==> src/rtl/tree_route_decoder.sv <==
// tree_route_decoder: single-flit routing stage for the tree NoC. Each flit is reported on sel, then forwarded on out0 or out1.
// Optional feature macro ROUTE_DEC_STATS_EN adds 16-bit per-port forward counters cnt0/cnt1.
module tree_route_decoder #(
  parameter int unsigned       DATA_W    = 9,
  parameter int unsigned       ADDR_W    = 4,
  parameter int unsigned       ADDR_LSB  = 5,
  parameter int unsigned       LEVEL     = 2,
  parameter logic [ADDR_W-1:0] NODE_ADDR = 4'b1000,
  parameter bit                LEAF      = 1'b0
) (
  input  logic              clk,
  input  logic              reset,
  input  logic              in_valid,
  output logic              in_ready,
  input  logic [DATA_W-1:0] in_data,
  output logic              sel_valid,
  input  logic              sel_ready,
  output logic              sel_data,
  output logic              out0_valid,
  input  logic              out0_ready,
  output logic [DATA_W-1:0] out0_data,
  output logic              out1_valid,
  input  logic              out1_ready,
  output logic [DATA_W-1:0] out1_data
`ifdef ROUTE_DEC_STATS_EN
  ,
  output logic [15:0]       cnt0,
  output logic [15:0]       cnt1
`endif
);

  typedef enum logic [1:0] {
    IDLE = 2'd0,
    SEL  = 2'd1,
    OUT  = 2'd2
  } state_t;

  // Leaf compare mask: LEVEL ones starting at the address-field MSB.
  localparam logic [ADDR_W-1:0] LEVEL_MASK = ~({ADDR_W{1'b1}} >> LEVEL);

  if (LEVEL >= ADDR_W) begin : g_bad_level
    $error("tree_route_decoder: LEVEL must be less than ADDR_W");
  end
  if (ADDR_LSB + ADDR_W > DATA_W) begin : g_bad_field
    $error("tree_route_decoder: address field exceeds DATA_W");
  end

  function automatic logic route_dir(input logic [DATA_W-1:0] flit);
    logic [ADDR_W-1:0] addr;
    addr = flit[ADDR_LSB +: ADDR_W];
    if (LEAF) begin
      route_dir = ((addr & LEVEL_MASK) == NODE_ADDR) ? 1'b0 : 1'b1;
    end else begin
      route_dir = addr[ADDR_W-1-LEVEL];
    end
  endfunction

  state_t              state_r;
  state_t              state_s;
  logic                dir_r;
  logic                sel_valid_r;
  logic                out0_valid_r;
  logic                out1_valid_r;
  logic [DATA_W-1:0]   out0_data_r;
  logic [DATA_W-1:0]   out1_data_r;
  logic                in_dir_s;
  logic                dir_ready_s;
  logic                capture_s;
  logic                out_fire_s;
  logic                ready_s;

  assign in_dir_s    = route_dir(in_data);
  assign dir_ready_s = dir_r ? out1_ready : out0_ready;

  // Next-state, capture and out-handshake decode.
  always_comb begin
    state_s    = state_r;
    capture_s  = 1'b0;
    out_fire_s = 1'b0;
    ready_s    = 1'b0;
    case (state_r)
      IDLE: begin
        ready_s = 1'b1;
        if (in_valid) begin
          capture_s = 1'b1;
          state_s   = SEL;
        end else begin
          state_s   = IDLE;
        end
      end
      SEL: begin
        if (sel_ready) begin
          state_s = OUT;
        end else begin
          state_s = SEL;
        end
      end
      OUT: begin
        ready_s = dir_ready_s;
        if (dir_ready_s) begin
          out_fire_s = 1'b1;
          if (in_valid) begin
            capture_s = 1'b1;
            state_s   = SEL;
          end else begin
            state_s   = IDLE;
          end
        end else begin
          state_s = OUT;
        end
      end
      default: begin
        state_s = IDLE;
      end
    endcase
  end

  // Ready is combinational by design so a new flit can be taken on the out handshake.
  assign in_ready = ready_s & ~reset;

  // State, direction, registered valids and the per-port data holding registers.
  always_ff @(posedge clk) begin
    if (reset) begin
      state_r      <= IDLE;
      dir_r        <= 1'b0;
      sel_valid_r  <= 1'b0;
      out0_valid_r <= 1'b0;
      out1_valid_r <= 1'b0;
      out0_data_r  <= {DATA_W{1'b0}};
      out1_data_r  <= {DATA_W{1'b0}};
    end else begin
      state_r      <= state_s;
      sel_valid_r  <= (state_s == SEL);
      out0_valid_r <= (state_s == OUT) && (dir_r == 1'b0);
      out1_valid_r <= (state_s == OUT) && (dir_r == 1'b1);
      if (capture_s) begin
        dir_r <= in_dir_s;
        if (in_dir_s) begin
          out1_data_r <= in_data;
        end else begin
          out0_data_r <= in_data;
        end
      end
    end
  end

  assign sel_valid  = sel_valid_r;
  assign sel_data   = dir_r;
  assign out0_valid = out0_valid_r;
  assign out0_data  = out0_data_r;
  assign out1_valid = out1_valid_r;
  assign out1_data  = out1_data_r;

`ifdef ROUTE_DEC_STATS_EN
  logic [15:0] cnt0_r;
  logic [15:0] cnt1_r;

  // Per-port forward counters; they wrap naturally at 16 bits.
  always_ff @(posedge clk) begin
    if (reset) begin
      cnt0_r <= 16'd0;
      cnt1_r <= 16'd0;
    end else if (out_fire_s) begin
      if (dir_r) begin
        cnt1_r <= cnt1_r + 16'd1;
      end else begin
        cnt0_r <= cnt0_r + 16'd1;
      end
    end
  end

  assign cnt0 = cnt0_r;
  assign cnt1 = cnt1_r;
`endif

endmodule
==> config.mk <==
export PLATFORM = sky130hd
export DESIGN_NAME = tree_route_decoder
export DESIGN_NICKNAME = d
export VERILOG_FILES = /design/src/rtl/tree_route_decoder.sv
export SDC_FILE = /design/constraint.sdc
export NUM_CORES = 1
export LEC_CHECK = 0
export ABC_AREA = 1
export CAP_MARGIN = 20
export CORE_UTILIZATION = 42
export CTS_BUF_LIST = sky130_fd_sc_hd__clkbuf_8 sky130_fd_sc_hd__clkbuf_16
export DETAILED_ROUTE_END_ITERATION = 8
export PLACE_DENSITY = 0.79
export SLEW_MARGIN = 10
export SYNTH_ARGS = -nofsm -noshare
export SYNTH_HDL_FRONTEND = slang
export SYNTH_SLANG_ARGS = --single-unit
==> constraint.sdc <==
create_clock -name clk -period 1.4 [get_ports clk]
set_clock_uncertainty 0.15 [all_clocks]
set_input_delay 0.28 -clock clk [delete_from_list [all_inputs] [get_ports clk]]
set_output_delay 0.28 -clock clk [all_outputs]
set_load 0.1 [all_outputs]
==> results.md <==
* Critical Path AT at 1.17 ns
* Depth of the CTS H-tree at 1
* Hold-fix buffers at CTS at 0
* Post-layout min period at 1.60 ns
* Non-Filler Instances at approximately 210
* Multiplexer share of the synthesized area at 0%
* Multi-input logic area at 412 sq um
* DIE AREA at 0.00252 sq mm
* Synthesized-area fraction occupied by and/or/nand/nor cells at 37.9%
* DR vias/cell at about 4.4
* Total global-route track usage at 18.6%
* Clock Pin Slew Worst Setup and Hold Paths at around 0.08 ns
* Post-synthesis xor/xnor area fraction at 0%
* Synth Net Count at 152
* Pins over their slew limit at 0
* Yosys reg bits at 23
* Final GP Congestion at 0.717
* Mean Syn Cell Area at 7.13 sq um
* TritonCTS buffer count at 3
* Final #Nets at about 200
* Worst vdd ir at a little under 0.8 mV
* Complex-gate fraction of the synthesized area at ~1.5%
* Synth async-reset ratio at 0%
* MaxCap Viol Count at 0
* Smallest hold slack at 0.346 ns
* Post-synth top flop: dfxtp_1
* Register area share after synthesis at ~47%
* Crit path kind: reg2out
* Power Density at 1140 mW/mm^2
* Clk sinks at 23
* Post-synth EDFFs at 0
* Post-synthesis adder-cell area fraction at 0%
* Post-Place Cells at between 200 and 250
* Startpoint Class: flip-flop
* CTS Buffer Depth at 2
* Largest net degree at the start of global routing at 18
* Count leader, synth: nor2_1
* Fin worst setup slack at -0.197 ns
* HPWL Detailed at ~1600 microns
* Die width at 50.2 microns
* Synth Warn # at 0
* Antenna Cells at 0
* Critical path required time at approximately 0.97 ns
* Die height at 50.2 microns
* Share of layout cells above drive strength 1 at 26.5%
* # DRC at 0
* First-pass DRT Iterations at 4
* Final setup vio count at 9
* RSZ-0062 raised after global routing: yes
* Final hold violation count at 0
* Commonest cells post-synth: nor2_1 (40), nand2_1 (33), dfxtp_1 (23), inv_1 (23), nand2_2 (5)
* Initial core utilization at 44.2%
* Initial DRC Count at 12
* Register area at 464 sq um
* Clk Latency, worst-skew pair at 0.26 ns
* Status: finished, violations left
* First-pass GRT wire length at 3590 microns
* P_leak at 0.812 nW
* Yosys top cell area share at 47.1%
* I/O Buffers at 36
* Vias at 920
* Yosys cell types at 14
* Rows at 17
* Cell area after synthesis at 977 sq um
* Root buf cell: clkbuf_8
* Initial antenna violation count at 0
* Max Clock Freq at 626 MHz
* P&R area growth vs syn at 72.9%
* Vias in the first global route at 874
* Main combinational cell family by area after synthesis: simple AND/OR/NAND/NOR gates
* Number of I/O pins at 38
* Routed len/inst at 10.0 microns
* Final worst path period share at 114%
* Fillers at 167
* Synth top area cells: dfxtp_1 (47%), nor2_1 (15%), nand2_1 (13%)
* Worst hold path class: reg2reg
* Yosys top cell by area: dfxtp_1
* Critical Path End Type: output port
* TritonCTS clock tree: done
* Violated checks: negative setup slack
* Total core area at 0.00221 sq mm
* Crit Path Max Fanout at 4
* GR Overflow Total at 0
* Total wire length at 2100 microns
* Cells after Synth at 137
* Antenna Nets Post-Route at 0
[timing repair]
item / CTS / global route
setup endpoints to repair: 16 / 20
pin swaps: 3 / 2
cloned: 0 / 0
endpoints found under the hold margin: 0 / 0
resized for setup: 4 / 3
setup buffers: 2 / 0
[through the flow]
step	utilization [%]	total power [mW]	setup slack, ns	instance area (sq um)	setup TNS, ns
CTS	75.9	1.93	-0.187	1680	-0.426
global placement	73.2	1.50	-0.343	1620	-5.73
finish	76.4	1.92	-0.197	1690	-0.255
detailed placement	73.2	1.51	-0.361	1620	-6.35
floorplan	-	1.22	-0.342	996	-1.06
global route	76.4	2.00	-0.247	1690	-1.82
[final timing paths]
kind / startpoint / endpoint / slack [ns] / cells after the start
min: out1_data[6]$_SDFFE_PP0P_ / out1_data[6]$_SDFFE_PP0P_ / 0.35 / 2
max: sel_data$_SDFFE_PP0P_ / in_ready / -0.20 / 5
min reg2reg: out1_data[6]$_SDFFE_PP0P_ / out1_data[6]$_SDFFE_PP0P_ / 0.35 / 2
max reg2reg: sel_data$_SDFFE_PP0P_ / out0_data[3]$_SDFFE_PP0P_ / -0.01 / 6
[cell usage in the layout, fill, tap and decap left out]
master	count
nor2_1	38
nand2_1	32
dfxtp_1	22
buf_12	22
inv_1	21
clkdlybuf4s50_1	12
buf_4	8
nand2_2	4
clkbuf_8	3
inv_4	2
nand2_4	2
nand4_4	2
a21oi_1	2
dlygate4sd2_1	2
nand3_4	1
inv_2	1
nor2_4	1
clkinv_1	1
o21ai_0	1
nand3_1	1
nor2_2	1
conb_1	1
dfxtp_4	1
[logic make-up after synthesis]
logic type,after synthesis
and+or+nand+nor,82
other,1
AOI/OAI and AO/OA,3
buffers and inverters,28
DFF,23
[registers in the layout, indices dropped and copies added, names as in the netlist]
register and count:
sel_data 1, state_r 2, out0_data 8, sel_valid 1, out0_valid 1, out1_data 9
out1_valid 1
[routing by layer]
metal  vias up  GRT usage, %  routed length [microns]
li1        484             -                        -
met1       407          19.2                      842
met2        27          34.9                     1110
met3         2          6.06                      141
met4         0          5.71                        5
met5         -             0                        0
[critical path: stages, from the launching register on]
cell and delay [ns]:
dfxtp_4 0.38, nand2_2 0.07, nand3_4 0.09, nand2_4 0.06, nor2_4 0.12, buf_12 0.18
[final cells by class]
type	count	share of cell area, %
clock buffers	3	2.44
clock inverters	1	0.370
inverters	24	5.48
multi-input cells	86	24.4
flip-flops and latches	23	27.5
well taps	28	2.07
repair buffers	44	37.8
[power breakdown]
group          internal (mW)  total, mW  leakage, nW  switching [mW]
combinational          0.272      0.753        0.596           0.481
clock                  0.203      0.414       0.0260           0.212
sequential             0.701      0.750        0.190          0.0490
total                   1.18       1.92        0.812           0.742
Power figures use the tool's default switching activity.
